`src/rtl/iter_divider.sv`:
```
// rtl/iter_divider.sv - multi-cycle radix-2 restoring divider (DIV/DIVU), start/busy/done handshake
// Optional macro DIV_ZERO_FLAG_EN adds the registered div_zero output.
module iter_divider #(
  parameter int WIDTH = 32
) (
  input  logic             clock,
  input  logic             aclr_n,
  input  logic             clken,
  input  logic             start,
  input  logic             abort,
  input  logic             is_signed,
  input  logic [WIDTH-1:0] numer,
  input  logic [WIDTH-1:0] denom,
  output logic             busy,
  output logic             done,
  output logic [WIDTH-1:0] quotient,
  output logic [WIDTH-1:0] remain
`ifdef DIV_ZERO_FLAG_EN
  ,
  output logic             div_zero
`endif
);

  localparam int CW = $clog2(WIDTH + 1);

  typedef enum logic [1:0] {IDLE, CALC, FINISH} state_t;

  state_t           state;
  logic [CW-1:0]    count;
  logic [WIDTH-1:0] rem;
  logic [WIDTH-1:0] q_sh;
  logic [WIDTH-1:0] dvs;
  logic [WIDTH-1:0] numer_l;
  logic             q_neg;
  logic             r_neg;
  logic             dz_op;

  logic             n_neg;
  logic             d_neg;
  logic [WIDTH-1:0] n_mag;
  logic [WIDTH-1:0] d_mag;
  logic [WIDTH:0]   rem_sh;
  logic [WIDTH:0]   diff;
  logic [WIDTH-1:0] q_fin;
  logic [WIDTH-1:0] r_fin;

  always_comb begin
    n_neg  = is_signed & numer[WIDTH-1];
    d_neg  = is_signed & denom[WIDTH-1];
    n_mag  = n_neg ? -numer : numer;
    d_mag  = d_neg ? -denom : denom;
    // The dividend shifts out of q_sh into the partial remainder one bit per step.
    rem_sh = {rem, q_sh[WIDTH-1]};
    diff   = rem_sh - {1'b0, dvs};
    q_fin  = q_neg ? -q_sh : q_sh;
    r_fin  = r_neg ? -rem : rem;
  end

  always_ff @(posedge clock or negedge aclr_n) begin
    if (!aclr_n) begin
      state    <= IDLE;
      count    <= '0;
      rem      <= '0;
      q_sh     <= '0;
      dvs      <= '0;
      numer_l  <= '0;
      q_neg    <= 1'b0;
      r_neg    <= 1'b0;
      dz_op    <= 1'b0;
      busy     <= 1'b0;
      done     <= 1'b0;
      quotient <= '0;
      remain   <= '0;
`ifdef DIV_ZERO_FLAG_EN
      div_zero <= 1'b0;
`endif
    end else if (clken) begin
      done <= 1'b0;
      if (abort) begin
        state <= IDLE;
        busy  <= 1'b0;
      end else begin
        case (state)
          IDLE: begin
            if (start) begin
              q_sh    <= n_mag;
              dvs     <= d_mag;
              rem     <= '0;
              numer_l <= numer;
              q_neg   <= n_neg ^ d_neg;
              r_neg   <= n_neg;
              dz_op   <= (denom == '0);
              count   <= CW'(WIDTH);
              busy    <= 1'b1;
              state   <= CALC;
            end
          end
          CALC: begin
            q_sh  <= {q_sh[WIDTH-2:0], ~diff[WIDTH]};
            rem   <= diff[WIDTH] ? rem_sh[WIDTH-1:0] : diff[WIDTH-1:0];
            count <= count - CW'(1);
            if (count == CW'(1)) state <= FINISH;
          end
          FINISH: begin
            // Divide-by-zero results are fixed by the ISA, not taken from the datapath.
            quotient <= dz_op ? '1 : q_fin;
            remain   <= dz_op ? numer_l : r_fin;
`ifdef DIV_ZERO_FLAG_EN
            div_zero <= dz_op;
`endif
            done     <= 1'b1;
            busy     <= 1'b0;
            state    <= IDLE;
          end
          default: state <= IDLE;
        endcase
      end
    end
  end

endmodule

```
`config.mk`:
```
export PLATFORM = sky130hd
export DESIGN_NAME = iter_divider
export DESIGN_NICKNAME = d
export VERILOG_FILES = /design/src/rtl/iter_divider.sv
export SDC_FILE = /design/constraint.sdc
export NUM_CORES = 1
export LEC_CHECK = 0
export BUFFER_PORTS_ARGS = -buffer_cell sky130_fd_sc_hd__buf_2
export CORE_ASPECT_RATIO = 0.7
export CORE_MARGIN = 4
export CORE_UTILIZATION = 30
export DETAILED_ROUTE_END_ITERATION = 10
export GPL_TIMING_DRIVEN = 0
export MAX_ROUTING_LAYER = met4
export RECOVER_POWER = 100
export SLEW_MARGIN = 25
export SYNTH_ARGS = -nofsm -noshare
export SYNTH_HDL_FRONTEND = slang
export SYNTH_SLANG_ARGS = --single-unit
```
`constraint.sdc`:
```
create_clock -name clock -period 3.43 [get_ports clock]
set_clock_uncertainty 0.05 [all_clocks]
set_input_delay 0.343 -clock clock [delete_from_list [all_inputs] [get_ports clock]]
set_output_delay 0.343 -clock clock [all_outputs]
set_load 0.02 [all_outputs]
```
==> flow_metrics.tcl, run 1 <==
set metrics [dict create \
    critical_path_required_ps 3840 \
    register_area_um2 5131 \
    syn_to_final_growth_pct 18.65 \
    wl_um 42840 \
    max-cap-violations 1 \
    clock.fmax_mhz 297.8 \
    synthesis.area_um2 12720 \
    layout_common_cells "nand2_1, dfrtp_1, o21ai_0" \
    drive_gt1_share_pct 8.405 \
    ys.flop_type "dfrtp_1" \
    worstHoldStart "numer[16]" \
    grt_max_degree 65 \
    slew_violations 32 \
    relSlewSlack_pct -28.52 \
    grt.total_usage_pct 18.72 \
    synth.largest_area_cell "dfrtp_1" \
    hold_class "input port to flip-flop" \
    slowest_delay_ps 440 \
    synth-warning-count 0 \
    synthAdderAreaFrac_pct 3.896 \
    cts-root-buf "clkbuf_16" \
    power_density_nw_per_um2 838.7 \
    async_reset_ff_share_pct 100.0 \
    fin_crit_ps 3358 \
    cts_buffers 25 \
    synth-edff-count 0 \
    synth-compound-area-share_pct 20.34 \
    multiInputGateArea_um2 7139 \
    leakage_nw 6.615 \
    die_w_um 254.1 \
    dpl.hpwl_um 33410 \
    viasPerCell 5.226 \
    worstPathMaxFanout 5 \
    ir_worst_vdd_v 0.0003714 \
    htreeDepth 1 \
    rr_startpoint "q_sh[31]" \
    fillers 4385 \
    path_delay_family "simple AND/OR/NAND/NOR gates" \
    finalCritPeriodShare_pct 97.91 \
    crit_path_start_kind "flip-flop" \
    synth.area.mux_share_pct 1.417 \
    drt-initial-drc-count 981 \
    cts_sinks 205 \
    antenna_found_initial 5 \
    synth_top_area_share_pct 40.34 \
    dp_cells 2235 \
    mostFrequentLayoutCell "nand2_1" \
    worst_skew_pair.late_latency_ps 530 \
    post_drt_wl_per_cell_um 18.64 \
    overflow 0 \
    yosys-top-cells-area "dfrtp_1, nand2_1, o21ai_0, xor2_1, a21oi_1" \
    synth.distinct_cells 68 \
    synth.net_count 1661 \
    core_um2 41420 \
    initial_core_util_pct 30.70 \
    synth-simple-area-share_pct 19.67 \
    reg2reg_slack_ps 70 \
    setup_viol 0 \
    whs_path_depth 3 \
    clk_pin_slew_ps 60 \
    preCtsSetupSlack_ps -603.2 \
    ys_seq_area_share_pct 40.34 \
    grt_pass1_vias 11804 \
    ff2ff_path_depth 12 \
    syn_area_per_cell_um2 8.193 \
    dr.pass1.iters 5 \
    synth_cells 1552 \
    gp_congestion 0.9051 \
    min_delay_worst_endpoint "numer_l[16]" \
    yosys.area_share.xor_xnor_pct 10.19 \
    clockBufferDepth 3 \
    drtAntennaViolNets 0 \
    vias 12009 \
    dieArea_um2 45800 \
    worstPathCellList "inv_1 > ha_2 > fa_2 > nand2b_4 > a21oi_4 > o41ai_4 > o21a_1 > o41a_1 > and3_4 > or2_4 > or3_4 > a21oi_2" \
    crit_slowest_cell "o41a_1" \
    worstSetupPathType "flip-flop to flip-flop" \
    reg2reg_to "rem[23]" \
    die_h_um 180.3 \
    whs_ps 33.76 \
    synth_top_family_by_area "compound AO/OA/AOI/OAI gates" \
    status "finished with violations" \
    violations "capacitance limit, slew limit" \
    final_util_pct 36.42 \
    num-nets-final 1844 \
    io_buffer_count 135 \
    synth-seq-cells 205 \
    grt_first_pass_wirelength_um 66610 \
    instances_no_fill 2298 \
    drc_errors 0 \
    tritoncts "built" \
    io_pins 136 \
    finalHoldViolCount 0 \
    fin_setup_tns_ps 0 \
    worstSetupEndpointType "flip-flop" \
    worstPathBufferInverterCount 1 \
    num_rows 62 \
    timing.final.ws_setup_ps 71.79 \
    cp.arrival_ps 3770 \
    worst_pin_slew_ps 1928 \
]
==> synth_stat cells (all sizes together), types with 5 or more instances <==
library cell and count:
o31ai 27, xnor2 61, a211oi 5, o21ai 185
nand2b 21, a32oi 9, clkbuf 73, or2 5
inv 57, o41ai 12, nand3 13, a21oi 145
or4 12, nor3 30, o211ai 6, and2 6
nor4 11, a31oi 8, ha 38, nand2 273
mux2i 18, nor2b 6, or3 22, xor2 87
dfrtp 205, o21bai 5, and3 8, nor2 141
buf 9, a21o 11
==> final cells by class <==
type                       count  area share, %
multi-input combinational   1209          47.32
sequential                   205          34.01
timing repair buffer         158          5.366
clock buffer                  36          4.818
tap                          544          4.512
buffer                        79          2.115
inverter                      57          1.418
clock inverter                 5         0.3566
antenna                        5        0.08293
==> metal layers <==
metal | share of wire (%) | global-route usage [%]
met5 | 0 | -
met2 | 43 | 27.66
met1 | 48 | 26.19
met3 | 6.2 | 4.184
met4 | 2.7 | 4.452
==> what timing repair did <==
action | 4_1_cts | 5_1_grt
cloned | 0 | 2
pin swaps | 4 | 6
buffers inserted | 3 | 3
resized for setup | 16 | 14
setup endpoints to repair | 33 | 30
hold buffers | 12 | 0
endpoints found under the hold margin | 97 | 0
==> sequential cells by signal, indices dropped and copies added, names as in the netlist <==
signal,count
remain,32
numer_l,32
r_neg,1
q_neg,1
state,2
dvs,32
dz_op,1
count,6
rem,32
done,1
busy,1
q_sh,32
quotient,32
==> where the power goes <==
part	switching (mW)	internal, mW
registers	0.837	3.07
clock network	1.05	1.53
logic	3.64	2.53
==> tightest hold or removal path, stage by stage <==
cell	delay (ps)
buf_2	130
nand2_1	60
nand2_1	40
==> logic make-up (layout without fill, tap and decap cells) <==
logic type	count (synthesis)	in the layout
muxes	18	18
xor gates and xnor gates	148	148
other	0	5
adders and majority gates	39	39
buffers and inverters	139	335
and+or+nand+nor	561	562
AOI/OAI and AO/OA	442	442
DFF	205	205
==> how the worst max path moves through the flow <==
stage / startpoint / depth (start not counted) / to
floorplan: q_sh[31] / 15 / rem[21]
global route: q_sh[31] / 13 / rem[9]
detailed placement: q_sh[31] / 14 / rem[28]
CTS: q_sh[31] / 13 / rem[25]
global placement: aclr_n / 1 / dvs[1]
finish: q_sh[31] / 12 / rem[23]
==> through the flow <==
stage	instance area [um2]	total power [mW]
finish	15090	12.65
global route	15090	13.61
CTS	15170	12.49
detailed placement	14190	9.652
global placement	14070	9.513
floorplan	12720	7.961
(Power assumes the default switching activity.)
==> run 2, diff against run 1 <==
--- a/config.mk
+++ b/config.mk
@@ -12,6 +12,7 @@
 export DETAILED_ROUTE_END_ITERATION = 10
 export GPL_TIMING_DRIVEN = 0
 export MAX_ROUTING_LAYER = met4
+export PLACE_DENSITY = 0.55
 export RECOVER_POWER = 100
 export SLEW_MARGIN = 25
 export SYNTH_ARGS = -nofsm -noshare
==> run 2 against run 1 <==
Effect of this change: the flow still finishes with violations (capacitance limit, slew limit); register-to-register slack about the same; die area unchanged; sequential cell count unchanged; critical path depth unchanged; global-route usage about the same; via count decreased by 0.97%; largest power group unchanged; sequential share of layout area increased by 0.059 points; non-clock buffer count decreased by 3; critical endpoint unchanged; wire length decreased by 1.1%; highest routed layer unchanged.
==> flow_metrics.tcl, run 2 (synthesized netlist as in run 1, its figures left out) <==
set metrics [dict create \
    worstSetupEndpointType "flip-flop" \
    finalCritPeriodShare_pct 97.76 \
    fin_setup_tns_ps 0 \
    overflow 0 \
    viasPerCell 5.180 \
    leakage_nw 6.620 \
    num-nets-final 1839 \
    ff2ff_path_depth 12 \
    io_pins 136 \
    rsz0062_at_grt "false" \
    setup_viol 0 \
    clk_pin_slew_ps 60 \
    grt_max_degree 79 \
    post_drt_wl_per_cell_um 18.46 \
    critical_path_required_ps 3840 \
    rr_startpoint "q_sh[31]" \
    cp.arrival_ps 3770 \
    relSlewSlack_pct -31.35 \
    dr.pass1.iters 5 \
    mostFrequentLayoutCell "nand2_1" \
    power_density_nw_per_um2 835.8 \
    syn_to_final_growth_pct 18.44 \
    drt-initial-drc-count 989 \
    cts_sinks 205 \
    status "finished with violations" \
    reg2reg_slack_ps 80 \
    cp-startpoint "q_sh[31]" \
    die_w_um 254.1 \
    cp_num_cells 12 \
    vias 11893 \
    path_delay_family "compound AO/OA/AOI/OAI gates" \
    grt_pass1_vias 11418 \
    die_h_um 180.3 \
    violations "capacitance limit, slew limit" \
    dpl.hpwl_um 33070 \
    multiInputGateArea_um2 7148 \
    worstSetupPathType "flip-flop to flip-flop" \
    wl_um 42390 \
    grt_first_pass_wirelength_um 66470 \
    drive_gt1_share_pct 8.352 \
    worstPathBufferInverterCount 1 \
    crit_path_start_kind "flip-flop" \
    worstPathMaxFanout 7 \
    slew_violations 81 \
    antenna_found_initial 3 \
    worst_skew_pair.late_latency_ps 540 \
    initial_core_util_pct 30.70 \
    ir_worst_vdd_v 0.0003399 \
    register_area_um2 5131 \
    worst_pin_slew_ps 1970 \
    htreeDepth 1 \
    slowest_delay_ps 440 \
    finalHoldViolCount 0 \
    reg2reg_to "rem[23]" \
    fin_crit_ps 3353 \
    timing.final.ws_setup_ps 76.76 \
    clockBufferDepth 3 \
    cts_buffers 24 \
    clock.fmax_mhz 298.2 \
    hold_class "input port to flip-flop" \
    dieArea_um2 45800 \
    core_um2 41420 \
    grt.total_usage_pct 18.67 \
    fillers 4373 \
    drc_errors 0 \
    crit_slowest_cell "o41a_1" \
    num_rows 62 \
    io_buffer_count 135 \
    cts-root-buf "clkbuf_16" \
    worstPathCellList "inv_1 > ha_2 > fa_2 > nand2b_4 > a21oi_4 > o41ai_4 > o21a_1 > o41a_1 > and3_4 > or2_4 > or3_1 > a21oi_1" \
    preCtsSetupSlack_ps -671.3 \
    max-cap-violations 2 \
    endpoint "rem[23]" \
    drtAntennaViolNets 0 \
    layout_common_cells "nand2_1, dfrtp_1, o21ai_0" \
    tritoncts "built" \
    gp_congestion 0.8772 \
]
-- run 2: per-stage QoR --
stage	instances	area, um2	total power, mW	util, %	hold WS [ps]
6_report	2296	15060	12.59	36.36	17.07
5_1_grt	2295	15060	13.61	36.35	15.53
4_1_cts	2287	15100	12.46	36.46	1.793
3_5_place_dp	2234	14160	9.585	34.19	309.3
3_3_place_gp	2231	14070	9.514	33.97	402.4
2_1_floorplan	1552	12720	7.961	-	-2.591
-- run 2: worst min path at each step --
stage,from,to,slack (ps),depth (start not counted)
3_5_place_dp,aclr_n,quotient[31],310,1
5_1_grt,numer[17],numer_l[17],20,3
6_report,numer[17],numer_l[17],20,3
2_1_floorplan,aclr_n,busy,-3,0
4_1_cts,numer[5],numer_l[5],2,3
3_3_place_gp,quotient[31],quotient[31],400,2
-- run 2: metal layers --
layer,track usage (%),vias up,share of wire (%)
met3,3.246,60,6.1
met4,4.079,0,2.4
li1,-,5730,-
met5,-,-,0
met1,27.94,5793,50
met2,26.31,310,42
-- run 2: timing repair --
| item | in CTS | in global routing |
|---|---|---|
| setup buffers | 4 | 5 |
| pin swaps | 4 | 9 |
| resized for setup | 16 | 19 |
| gates cloned | 0 | 1 |
| hold endpoints to repair | 78 | 0 |
| endpoints found under the setup margin | 33 | 30 |
| hold buffers | 7 | 0 |
-- run 2: cell type report --
type	instances	share of cell area, %
antenna	4	0.06646
buffer	79	2.143
clock buffer	38	4.677
clock inverter	6	0.5317
inverter	57	1.421
multi-input combinational	1208	47.46
sequential	205	34.07
tap	544	4.519
timing repair buffer	155	5.109
-- run 2: tightest hold or removal path: cells and delay by family --
family                 cells  cell delay [ps]
buffers and inverters      1              120
AND/OR/NAND/NOR            2              110
-- run 2: power by group --
group / switching [mW] / internal [mW] / leakage (nW) / total [mW]
Sequential: 0.825 / 3.07 / 2.67 / 3.89
Combinational: 3.55 / 2.53 / 3.56 / 6.07
Clock: 1.07 / 1.55 / 0.385 / 2.62
==> run 3, diff against run 2 <==
--- a/config.mk
+++ b/config.mk
@@ -5,10 +5,11 @@
 export SDC_FILE = /design/constraint.sdc
 export NUM_CORES = 1
 export LEC_CHECK = 0
-export BUFFER_PORTS_ARGS = -buffer_cell sky130_fd_sc_hd__buf_2
+export BUFFER_PORTS_ARGS = -buffer_cell sky130_fd_sc_hd__buf_4
 export CORE_ASPECT_RATIO = 0.7
 export CORE_MARGIN = 4
 export CORE_UTILIZATION = 30
+export CTS_CLUSTER_SIZE = 20
 export DETAILED_ROUTE_END_ITERATION = 10
 export GPL_TIMING_DRIVEN = 0
 export MAX_ROUTING_LAYER = met4
==> run 3 against run 2 <==
Effect of this change: the run still ends with capacitance limit, slew limit left; total power increased by 0.71%; wire length up 0.92%; cell count grew 0.48%; sequential cell count unchanged; worst setup slack got worse by 15 ps; worst hold slack gained 1.7 ps; critical endpoint is now q_sh[28]; largest power group unchanged; highest routed layer unchanged.
==> flow_metrics.tcl, run 3 (synthesized netlist as in run 1, its figures left out) <==
set metrics [dict create \
    status "finished with violations" \
    violations "capacitance limit, slew limit" \
    worst_skew_pair.late_latency_ps 550 \
    whs_ps 18.79 \
    core_um2 41420 \
    viasPerCell 5.166 \
    min_delay_worst_endpoint "numer_l[26]" \
    layout_common_cells "nand2_1, dfrtp_1, o21ai_0" \
    worstPathMaxFanout 6 \
    grt.total_usage_pct 18.80 \
    worst_pin_slew_ps 1810 \
    cts-root-buf "clkbuf_16" \
    worstSetupPathType "input port to flip-flop" \
    cts_sinks 205 \
    htreeDepth 1 \
    clock.fmax_mhz 296.9 \
    io_pins 136 \
    overflow 0 \
    setup_viol 0 \
    gp_congestion 0.8840 \
    mostFrequentLayoutCell "nand2_1" \
    power_density_nw_per_um2 823.3 \
    cp.arrival_ps 3780 \
    drc_errors 0 \
    preCtsSetupSlack_ps -612.9 \
    finalHoldViolCount 0 \
    grt_pass1_vias 11636 \
    worstHoldStart "numer[26]" \
    fin_crit_ps 3368 \
    max-cap-violations 1 \
    worstPathCellList "dlygate4sd3_1 > clkbuf_1 > or3_1 > or3b_2 > clkbuf_1 > nor3_1 > a21o_1 > o21ai_0 > a21oi_1 > xnor2_1 > nand2_1 > a31oi_1" \
    die_w_um 254.1 \
    vias 11919 \
    path_delay_family "simple AND/OR/NAND/NOR gates" \
    worstSetupEndpointType "flip-flop" \
    whs_path_depth 3 \
    antenna_found_initial 1 \
    timing.final.ws_setup_ps 62.00 \
    finalCritPeriodShare_pct 98.19 \
    slowest_delay_ps 530 \
    hold_class "input port to flip-flop" \
    num-nets-final 1854 \
    crit_top_cell "clkbuf_1" \
    clk_pin_slew_ps 60 \
    grt_first_pass_wirelength_um 66900 \
    worstPathBufferInverterCount 3 \
    leakage_nw 6.747 \
    reg2reg_to "rem[23]" \
    drive_gt1_share_pct 8.461 \
    slew_violations 68 \
    reg2reg_slack_ps 100 \
    drtAntennaViolNets 0 \
    syn_to_final_growth_pct 21.09 \
    tritoncts "built" \
    dpl.hpwl_um 33180 \
    initial_core_util_pct 30.70 \
    grt_max_degree 81 \
    crit_slowest_cell "dlygate4sd3_1" \
    crit_path_start_kind "input port" \
    clockBufferDepth 3 \
    io_buffer_count 135 \
    ir_worst_vdd_v 0.0003575 \
    num_rows 62 \
    drt-initial-drc-count 1007 \
    critical_path_required_ps 3850 \
    wl_um 42780 \
    dr.pass1.iters 7 \
    relSlewSlack_pct -20.68 \
    rsz0062_at_grt "false" \
    dieArea_um2 45800 \
    rr_startpoint "q_sh[31]" \
    cts_buffers 25 \
    post_drt_wl_per_cell_um 18.54 \
    ff2ff_path_depth 12 \
    die_h_um 180.3 \
]
run 3: changes by cell type in the layout (fill, tap and decap cells not counted), moves of 2 or more:
cell / change
diode_2: -2
dlygate4sd3_1: +18
clkbuf_1: -8
buf_4: +60
buf_2: -65
clkbuf_8: +6
o21ai_1: -2
o21ai_0: +2
run 3: area by class of cell:
| class | count | area [um2] |
|---|---|---|
| Tap cell | 544 | 680.7 |
| Buffer | 79 | 319.1 |
| Antenna cell | 2 | 5.005 |
| Fill cell | 4354 | 26030 |
| Timing Repair Buffer | 169 | 1084 |
| Clock inverter | 6 | 58.81 |
| Sequential cell | 205 | 5131 |
| Inverter | 57 | 214.0 |
| Clock buffer | 37 | 760.7 |
| Multi-Input combinational cell | 1208 | 7144 |
run 3: worst max path at each step:
stage,start,endpoint,slack (ps),cells after the start
2_1_floorplan,q_sh[31],rem[21],130,15
3_3_place_gp,q_sh[31],rem[28],-570,14
3_5_place_dp,q_sh[31],rem[28],-610,14
4_1_cts,q_sh[31],rem[23],10,12
5_1_grt,q_sh[31],rem[29],0.9,13
6_report,numer[4],q_sh[28],60,12
run 3: timing repair:
action                     4_1_cts  5_1_grt
pin swaps                        4        4
setup endpoints to repair       33       30
buffers inserted                 3        2
hold buffers                    25        0
hold endpoints to repair        90        0
gates resized for setup         16       15
gates cloned                     0        1
run 3: metal layers:
metal / up-vias / wire length, um / track usage (%)
li1: 5751 / - / -
met1: 5810 / 21220 / 28.14
met2: 311 / 18070 / 27.05
met3: 47 / 2586 / 2.799
met4: 0 / 899 / 3.618
met5: - / 0 / -
run 3: report_power, final:
part	leakage, nW	internal (mW)	switching (mW)	total, mW
clock	0.411	1.60	1.07	2.67
sequential	2.67	3.07	0.836	3.90
combinational	3.66	2.54	3.56	6.10
run 3: per-stage QoR:
| stage | instance area [um2] | cells | setup TNS, ps | utilization (%) | power [mW] |
|---|---|---|---|---|---|
| after detailed placement | 14500 | 2234 | -15930 | 35.00 | 9.660 |
| after global placement | 14410 | 2231 | -21960 | 34.79 | 9.596 |
| after global routing | 15390 | 2306 | 0 | 37.16 | 13.67 |
| after CTS | 15650 | 2303 | 0 | 37.77 | 12.59 |
| after floorplan | 12720 | 1552 | 0 | - | 7.961 |
| final | 15400 | 2307 | 0 | 37.17 | 12.68 |
run 3: worst register-to-register path: stages (launching register included):
cell and delay (ps):
dfrtp_2 420, inv_1 60, ha_2 190, fa_2 360, nand2b_4 170, a21oi_4 160, o41ai_4 120, o21a_1 240
o41a_1 440, and3_4 240, or2_4 300, or3_4 400, a21oi_2 120
